==> src/rtl/eeprom_arb_if.sv <==
// eeprom_arb_if: request/response bundle for both requesters plus the eeprom pin group.
// The slave side is the arbiter; the master side is the requesters and the eeprom device.
interface eeprom_arb_if #(
   parameter int AW = 4,
   parameter int DW = 32
);
   logic          r0_req, r0_we, r0_gnt, r0_done, r0_verr;
   logic [AW-1:0] r0_a;
   logic [DW-1:0] r0_wd, r0_rd;
   logic          r1_req, r1_we, r1_gnt, r1_done, r1_verr;
   logic [AW-1:0] r1_a;
   logic [DW-1:0] r1_wd, r1_rd;
   logic          ee_str, ee_ld;
   logic [AW-1:0] ee_a;
   logic [DW-1:0] ee_din, ee_d;
   logic          busy;

   modport slave (
      input  r0_req, r0_we, r0_a, r0_wd, r1_req, r1_we, r1_a, r1_wd, ee_d,
      output r0_gnt, r0_done, r0_rd, r0_verr, r1_gnt, r1_done, r1_rd, r1_verr,
             ee_str, ee_ld, ee_a, ee_din, busy
   );

   modport master (
      output r0_req, r0_we, r0_a, r0_wd, r1_req, r1_we, r1_a, r1_wd, ee_d,
      input  r0_gnt, r0_done, r0_rd, r0_verr, r1_gnt, r1_done, r1_rd, r1_verr,
             ee_str, ee_ld, ee_a, ee_din, busy
   );
endinterface

==> src/rtl/eeprom_arb.sv <==
// eeprom_arb: round-robin arbiter and pin sequencer for the 16x32 eeprom shared by R0 (host) and R1 (display).
// Define EEPROM_WR_VERIFY_EN to add a read-back verify pass after every write.
module eeprom_arb #(
   parameter int AW = 4,
   parameter int DW = 32
) (
   input  logic        clk_i,
   input  logic        rst_i,
   eeprom_arb_if.slave bus
);
   typedef enum logic [2:0] {
      IDLE, WR, WREC, RD, RCAP
`ifdef EEPROM_WR_VERIFY_EN
      , VLD, VCAP
`endif
   } state_t;

   state_t        state_q;
   logic          last_q;   // 1: R1 was served last, so R0 wins the next tie
   logic          owner_q;
   logic          busy_q, str_q, ld_q;
   logic          gnt0_q, gnt1_q, done0_q, done1_q;
   logic [AW-1:0] a_q;
   logic [DW-1:0] din_q, rd0_q, rd1_q;
   logic          acc_d, win_d, we_d;
   logic [AW-1:0] a_d;
   logic [DW-1:0] din_d;
`ifdef EEPROM_WR_VERIFY_EN
   logic          verr0_q, verr1_q;
`endif

   always_comb begin
      acc_d = bus.r0_req | bus.r1_req;
      win_d = ~bus.r0_req | (bus.r1_req & ~last_q);
      we_d  = win_d ? bus.r1_we : bus.r0_we;
      a_d   = win_d ? bus.r1_a  : bus.r0_a;
      din_d = win_d ? bus.r1_wd : bus.r0_wd;
   end

   always_ff @(posedge clk_i or posedge rst_i) begin
      if (rst_i) begin
         state_q <= IDLE;
         last_q  <= 1'b1;
         owner_q <= 1'b0;
         busy_q  <= 1'b0;
         str_q   <= 1'b0;
         ld_q    <= 1'b0;
         gnt0_q  <= 1'b0;
         gnt1_q  <= 1'b0;
         done0_q <= 1'b0;
         done1_q <= 1'b0;
         a_q     <= '0;
         din_q   <= '0;
         rd0_q   <= '0;
         rd1_q   <= '0;
`ifdef EEPROM_WR_VERIFY_EN
         verr0_q <= 1'b0;
         verr1_q <= 1'b0;
`endif
      end else begin
         gnt0_q  <= 1'b0;
         gnt1_q  <= 1'b0;
         done0_q <= 1'b0;
         done1_q <= 1'b0;
`ifdef EEPROM_WR_VERIFY_EN
         verr0_q <= 1'b0;
         verr1_q <= 1'b0;
`endif
         case (state_q)
            IDLE: begin
               if (acc_d) begin
                  owner_q <= win_d;
                  last_q  <= win_d;
                  gnt0_q  <= ~win_d;
                  gnt1_q  <= win_d;
                  a_q     <= a_d;
                  din_q   <= din_d;
                  busy_q  <= 1'b1;
                  if (we_d) begin
                     state_q <= WR;
                     str_q   <= 1'b1;
                  end else begin
                     state_q <= RD;
                     ld_q    <= 1'b1;
                  end
               end
            end
            WR: begin
               str_q   <= 1'b0;
               state_q <= WREC;
            end
            WREC: begin
`ifdef EEPROM_WR_VERIFY_EN
               state_q <= VLD;
               ld_q    <= 1'b1;
`else
               state_q <= IDLE;
               busy_q  <= 1'b0;
               done0_q <= ~owner_q;
               done1_q <= owner_q;
`endif
            end
            RD: state_q <= RCAP;
            RCAP: begin
               // ee_d reflects the address sampled at the end of RD
               if (owner_q) rd1_q <= bus.ee_d;
               else         rd0_q <= bus.ee_d;
               ld_q    <= 1'b0;
               state_q <= IDLE;
               busy_q  <= 1'b0;
               done0_q <= ~owner_q;
               done1_q <= owner_q;
            end
`ifdef EEPROM_WR_VERIFY_EN
            VLD: state_q <= VCAP;
            VCAP: begin
               verr0_q <= ~owner_q & (bus.ee_d != din_q);
               verr1_q <= owner_q & (bus.ee_d != din_q);
               ld_q    <= 1'b0;
               state_q <= IDLE;
               busy_q  <= 1'b0;
               done0_q <= ~owner_q;
               done1_q <= owner_q;
            end
`endif
            default: begin
               state_q <= IDLE;
               busy_q  <= 1'b0;
               str_q   <= 1'b0;
               ld_q    <= 1'b0;
            end
         endcase
      end
   end

   assign bus.r0_gnt  = gnt0_q;
   assign bus.r1_gnt  = gnt1_q;
   assign bus.r0_done = done0_q;
   assign bus.r1_done = done1_q;
   assign bus.r0_rd   = rd0_q;
   assign bus.r1_rd   = rd1_q;
   assign bus.ee_str  = str_q;
   assign bus.ee_ld   = ld_q;
   assign bus.ee_a    = a_q;
   assign bus.ee_din  = din_q;
   assign bus.busy    = busy_q;
`ifdef EEPROM_WR_VERIFY_EN
   assign bus.r0_verr = verr0_q;
   assign bus.r1_verr = verr1_q;
`else
   assign bus.r0_verr = 1'b0;
   assign bus.r1_verr = 1'b0;
`endif
endmodule

==> src/flat_wrapper.sv <==
// flat-port wrapper written by rule: the top's interface ports become plain ports
module eeprom_arb_flat 
#(
   parameter int AW = 4,
   parameter int DW = 32
)
  (clk_i, rst_i, bus_r0_req, bus_r0_we, bus_r0_a, bus_r0_wd, bus_r1_req, bus_r1_we, bus_r1_a, bus_r1_wd, bus_ee_d, bus_r0_gnt, bus_r0_done, bus_r0_rd, bus_r0_verr, bus_r1_gnt, bus_r1_done, bus_r1_rd, bus_r1_verr, bus_ee_str, bus_ee_ld, bus_ee_a, bus_ee_din, bus_busy);
  eeprom_arb_if #(.AW(AW), .DW(DW)) bus_i ();
  input  logic clk_i;
  input  logic rst_i;
  input wire logic [$bits(bus_i.r0_req)-1:0] bus_r0_req;
  input wire logic [$bits(bus_i.r0_we)-1:0] bus_r0_we;
  input wire logic [$bits(bus_i.r0_a)-1:0] bus_r0_a;
  input wire logic [$bits(bus_i.r0_wd)-1:0] bus_r0_wd;
  input wire logic [$bits(bus_i.r1_req)-1:0] bus_r1_req;
  input wire logic [$bits(bus_i.r1_we)-1:0] bus_r1_we;
  input wire logic [$bits(bus_i.r1_a)-1:0] bus_r1_a;
  input wire logic [$bits(bus_i.r1_wd)-1:0] bus_r1_wd;
  input wire logic [$bits(bus_i.ee_d)-1:0] bus_ee_d;
  output wire logic [$bits(bus_i.r0_gnt)-1:0] bus_r0_gnt;
  output wire logic [$bits(bus_i.r0_done)-1:0] bus_r0_done;
  output wire logic [$bits(bus_i.r0_rd)-1:0] bus_r0_rd;
  output wire logic [$bits(bus_i.r0_verr)-1:0] bus_r0_verr;
  output wire logic [$bits(bus_i.r1_gnt)-1:0] bus_r1_gnt;
  output wire logic [$bits(bus_i.r1_done)-1:0] bus_r1_done;
  output wire logic [$bits(bus_i.r1_rd)-1:0] bus_r1_rd;
  output wire logic [$bits(bus_i.r1_verr)-1:0] bus_r1_verr;
  output wire logic [$bits(bus_i.ee_str)-1:0] bus_ee_str;
  output wire logic [$bits(bus_i.ee_ld)-1:0] bus_ee_ld;
  output wire logic [$bits(bus_i.ee_a)-1:0] bus_ee_a;
  output wire logic [$bits(bus_i.ee_din)-1:0] bus_ee_din;
  output wire logic [$bits(bus_i.busy)-1:0] bus_busy;
  assign bus_i.r0_req = bus_r0_req;
  assign bus_i.r0_we = bus_r0_we;
  assign bus_i.r0_a = bus_r0_a;
  assign bus_i.r0_wd = bus_r0_wd;
  assign bus_i.r1_req = bus_r1_req;
  assign bus_i.r1_we = bus_r1_we;
  assign bus_i.r1_a = bus_r1_a;
  assign bus_i.r1_wd = bus_r1_wd;
  assign bus_i.ee_d = bus_ee_d;
  assign bus_r0_gnt = bus_i.r0_gnt;
  assign bus_r0_done = bus_i.r0_done;
  assign bus_r0_rd = bus_i.r0_rd;
  assign bus_r0_verr = bus_i.r0_verr;
  assign bus_r1_gnt = bus_i.r1_gnt;
  assign bus_r1_done = bus_i.r1_done;
  assign bus_r1_rd = bus_i.r1_rd;
  assign bus_r1_verr = bus_i.r1_verr;
  assign bus_ee_str = bus_i.ee_str;
  assign bus_ee_ld = bus_i.ee_ld;
  assign bus_ee_a = bus_i.ee_a;
  assign bus_ee_din = bus_i.ee_din;
  assign bus_busy = bus_i.busy;
  eeprom_arb #(.AW(AW), .DW(DW)) u_core (.clk_i(clk_i), .rst_i(rst_i), .bus(bus_i));
endmodule
==> config.mk <==
export PLATFORM = sky130hd
export DESIGN_NAME = eeprom_arb_flat
export DESIGN_NICKNAME = d
export VERILOG_FILES = /design/src/rtl/eeprom_arb_if.sv /design/src/rtl/eeprom_arb.sv /design/src/flat_wrapper.sv
export SDC_FILE = /design/constraint.sdc
export NUM_CORES = 1
export LEC_CHECK = 0
export ABC_AREA = 1
export BUFFER_PORTS_ARGS = -buffer_cell sky130_fd_sc_hd__buf_4
export CORE_MARGIN = 2
export CORE_UTILIZATION = 45
export CTS_BUF_LIST = sky130_fd_sc_hd__clkbuf_16
export CTS_CLUSTER_DIAMETER = 80
export DETAILED_ROUTE_END_ITERATION = 12
export HOLD_SLACK_MARGIN = 0.06
export PLACE_DENSITY = 0.77
export SLEW_MARGIN = 20
export SYNTH_ARGS = -nofsm -noshare
export SYNTH_HDL_FRONTEND = slang
export SYNTH_SLANG_ARGS = --single-unit
export TNS_END_PERCENT = 100
==> constraint.sdc <==
create_clock -name clk_i -period 4.9 [get_ports clk_i]
set_clock_uncertainty 0.15 [all_clocks]
set_input_delay 0.735 -clock clk_i [delete_from_list [all_inputs] [get_ports clk_i]]
set_output_delay 0.735 -clock clk_i [all_outputs]
set_load 0.01 [all_outputs]
==> results.ini, run 1 <==
[timing]
min_period_ns=2.15
relSlewSlack_pct=47.8
holdWs_ns=0.335
tightest_slew_ns=0.783
hold_viol=0
slew_viol_final=0
tns_ns=0
layout_setup_ws_ns=2.75
fmax_ghz=0.465
finalSetupViolCount=0
rsz0062_at_grt=false
fin_crit_sh_pct=43.9

[place]
dp_slack_ns=2.31
place_hpwl_mm=9.43
placed_area_sq_um=6320
portBuffers=216
place_congestion=0.821
placed_cells=856

[power]
ir_drop_v=0.000260
cellLeakagePower_nw=3.27
total_power_mw=4.26
cellPowerDensity_nw_per_um2=648

[global_route]
grt_max_degree=89
grt_usage_pct=23.6
grt_antenna_before_repair=0
grt_overflow_total=0
grt_pass1_vias=4337
grt_pass1_wl_mm=21.1

[yosys]
async_reset_ff_share_pct=100
synth_common_cells=nand2_1, dfrtp_1, o21ai_1, o21ai_0, nor2_1
synth_top_area_share_pct=58.8
syn_avg_cell_area_sq_um=8.85
synth_flop_cell=dfrtp_1
ys_top_cells_by_area=dfrtp_1, nand2_1, o21ai_1, o21ai_0, nor2_1
synth_area_sq_um=4730
synth_top_area_cell=dfrtp_1
seq_area_frac_synth_pct=59.3
syn_inst=534
synth_edf_count=0
ys_ff_latch=112
yosysWarningCount=0
synthMostInstantiatedCell=nand2_1
ys_types=23

[clock_tree]
clock_path_buffers=2
cts-resized-gates=0
numCtsBuffers=9
cts.sinks=112
clk_latency_ns=0.34
cts_tree=done
htreeDepth=3
post_cts_buffers=0
root_buffer=clkbuf_16
hold_buffers=0
clk_pin_slew_worst_paths_ns=0.07

[floorplanning]
die_area_sq_um=11300
initial_utilization_pct=46.0
die_w_um=106
fp.coreArea_sq_um=10300
io_pins=219
rows=37
die_y_um=106

[finish]
nets=841
layout-drive-gt1-share_pct=33.3
stdcell_count=871
num-fill-cells=895
antenna_cells=0
fin_area_sq_um=6570
post-route-util_pct=64.0
area_growth_pct=39.1

[critical_path]
end_kind=register
worst-setup-path-type=reg -> reg
r2r_setup_slack_ns=2.75
ff2ff_path_depth=5
cp_max_fo=35
worst_ep_required_time_ns=5.03
worstPathArrival_ns=2.28
startpoint_type=register

[route]
num_vias=4379
routed_via_density=5.03
initialDrtViolationCount=173
ant_nets=0
wl_mm=13.3
drc=0
drt_first_pass_iters=5
detail_route.wl_per_cell_um=15.3

[job]
max_cap_viol_count=0

[min_path]
hp-class=reg -> reg
min_path_cells=2

[status]
outcome=finished, final reports clean

[area by class of cell]
type	count	area [sq um]	share of cell area, %
clock buffer	9	225	3.43
clock inverter	6	27.5	0.419
inverter	10	42.5	0.647
multi-input combinational	378	1650	25.1
sequential	112	2810	42.7
tap	136	170	2.59
timing repair buffer	220	1650	25.1
[routing by layer]
metal / vias up / global-route usage, % / share of wire [%]
li1: 2122 / - / -
met1: 2040 / 29.7 / 40
met2: 200 / 38.9 / 49
met3: 17 / 7.11 / 9.8
met4: 0 / 7.98 / 1.7
met5: - / 0 / 0
[final timing paths]
check | startpoint | endpoint
max | u_core.owner_q | u_core.bus.r1_rd[11]
min reg2reg | u_core.bus.r0_rd[30] | u_core.bus.r0_rd[30]
min | u_core.bus.r0_rd[30] | u_core.bus.r0_rd[30]
min in group asynchronous | rst_i | u_core.bus.ee_din[13]
max in group asynchronous | rst_i | u_core.bus.r1_rd[8]
max reg2reg | u_core.owner_q | u_core.bus.r1_rd[11]
[report_power, final]
group	leakage (nW)	total, mW	switching (mW)	internal [mW]
combinational	1.81	1.89	1.02	0.873
sequential	1.33	1.72	0.320	1.40
clock	0.121	0.648	0.313	0.335
total	3.27	4.26	1.65	2.61
[cells in the final DEF, fill, tap and decap left out, drive strengths merged, types with 2 or more instances in the layout]
cell,synthesis,final
buf,25,220
clkbuf,10,9
clkinv,0,5
conb,1,2
dfrtp,111,111
inv,10,10
nand2,177,177
nand3,4,4
nor2,53,53
o21ai,138,138
[state kept, by name, indices dropped and copies added, names as in the netlist, 3 cells and up]
signal / flops
u_core.bus.ee_din: 32
u_core.bus.r0_rd: 32
u_core.bus.r1_rd: 32
u_core.bus.ee_a: 4
u_core.state_q: 3
[worst max-delay path, stage by stage (launching register included)]
cell and delay (ns):
dfrtp_2 0.77, inv_2 0.41, nor2_2 0.23, buf_4 0.33, nand2_1 0.10, nand2_1 0.08
[logic make-up after synthesis]
logic type / Yosys count / synth area share, %
simple gates: 236 / 19.8
compound gates: 140 / 14.9
flops: 112 / 59.3
buf+inv: 45 / 5.93
other cells: 1 / 0.0793
No activity file was read; power rests on OpenSTA's default activity.
==> run 2: changes to the inputs <==
==> constraint.sdc (replaced) <==
create_clock -name clk_i -period 2.1 [get_ports clk_i]
set_clock_uncertainty 0.15 [all_clocks]
set_input_delay 0.315 -clock clk_i [delete_from_list [all_inputs] [get_ports clk_i]]
set_output_delay 0.315 -clock clk_i [all_outputs]
set_load 0.01 [all_outputs]
==> results.ini, run 2 (synthesized netlist as in run 1, its figures left out) <==
[global_route]
grt_antenna_before_repair=0
grt_overflow_total=0
grt_max_degree=113
grt_pass1_wl_mm=21.7
grt_usage_pct=23.9
grt_pass1_vias=4534

[min_path]
hp-class=in -> reg

[critical_path]
startpoint_type=register
worstPathArrival_ns=1.85
end_kind=register
worst-setup-path-type=reg -> reg
worst_ep_required_time_ns=2.17
cp_max_fo=42
r2r_setup_slack_ns=0.32

[route]
drt_first_pass_iters=4
num_vias=4631
detail_route.wl_per_cell_um=14.8
routed_via_density=5.07
wl_mm=13.5
initialDrtViolationCount=229
ant_nets=0
drc=0

[clock_tree]
clk_latency_ns=0.34
htreeDepth=3
root_buffer=clkbuf_16
cts_tree=done
clk_pin_slew_worst_paths_ns=0.07
clock_path_buffers=2
numCtsBuffers=9
post_cts_buffers=0
cts.sinks=112

[timing]
fin_crit_sh_pct=84.8
relSlewSlack_pct=58.3
tns_ns=0
rsz0062_at_grt=false
hold_viol=0
holdWs_ns=0.0760
finalSetupViolCount=0
fmax_ghz=0.562
tightest_slew_ns=0.625
slew_viol_final=0
min_period_ns=1.78

[power]
total_power_mw=10.2
cellPowerDensity_nw_per_um2=1460
ir_drop_v=0.000638
cellLeakagePower_nw=3.48

[floorplanning]
io_pins=219
die_w_um=106
die_y_um=106
rows=37
initial_utilization_pct=46.0
fp.coreArea_sq_um=10300
die_area_sq_um=11300

[place]
placed_cells=864
place_hpwl_mm=9.30
place_congestion=0.769
portBuffers=216

[finish]
stdcell_count=913
nets=882
layout-drive-gt1-share_pct=32.8
antenna_cells=0
num-fill-cells=793
layout_common_cells=buf_4, nand2_1, dfrtp_1, o21ai_1, o21ai_0
mostFrequentLayoutCell=buf_4
area_growth_pct=48.7
multi_input_area_sq_um=1650
seqCellArea_sq_um=2800

[job]
max_cap_viol_count=0

[status]
outcome=finished, final reports clean

==> run 2: area by class of cell <==
class | instances | share of cell area, %
Clock buffer | 9 | 3.20
Timing Repair Buffer | 261 | 29.6
Multi-Input combinational cell | 378 | 23.4
Tap cell | 136 | 2.42
Clock inverter | 7 | 0.908
Sequential cell | 112 | 39.9
Inverter | 10 | 0.587
==> run 2: final timing paths <==
kind | startpoint | endpoint | depth (start not counted)
setup reg to reg | u_core.state_q[1] | u_core.bus.r1_rd[13] | 5
max in group asynchronous | rst_i | u_core.owner_q | 4
setup / recovery | u_core.state_q[1] | u_core.bus.r1_rd[13] | 5
min in group asynchronous | rst_i | u_core.bus.ee_a[0] | 4
hold reg to reg | u_core.bus.r0_rd[31] | u_core.bus.r0_rd[31] | 2
hold / removal | bus_r0_wd[24] | u_core.bus.ee_din[24] | 3
==> run 2: metrics by stage <==
stage	utilization [%]	area, sq um	worst slack, ns
2_1_floorplan	-	4730	0.278
3_5_place_dp	62.4	6410	0.343
4_1_cts	68.4	7030	0.339
3_3_place_gp	62.4	6410	0.453
5_1_grt	68.4	7030	0.196
6_report	68.4	7030	0.320
==> run 2: power breakdown <==
| group | internal (mW) | total (mW) | switching (mW) |
|---|---|---|---|
| sequential | 3.27 | 3.90 | 0.636 |
| combinational | 2.16 | 4.67 | 2.51 |
| clock | 0.916 | 1.68 | 0.762 |
| total | 6.34 | 10.2 | 3.91 |
==> run 2: what timing repair did <==
action / CTS / global route
endpoints found under the hold margin: 172 / 0
hold buffers: 33 / 0
resized for setup: 0 / 0
==> run 2: per-layer routing <==
metal  wire length [um]  global-route usage, %  vias to the layer above
met4                214                   7.70                        0
met2               6530                   39.8                      226
met1               5520                   30.7                     2189
met3               1280                   6.19                       17
met5                  0                      0                        -
li1                   -                      -                     2199
==> run 2: critical path, stage by stage, from the launching register on <==
cell,delay (ns)
dfrtp_1,0.44
nor2_4,0.18
nand2_2,0.31
buf_12,0.30
o21ai_0,0.18
nand2_1,0.08
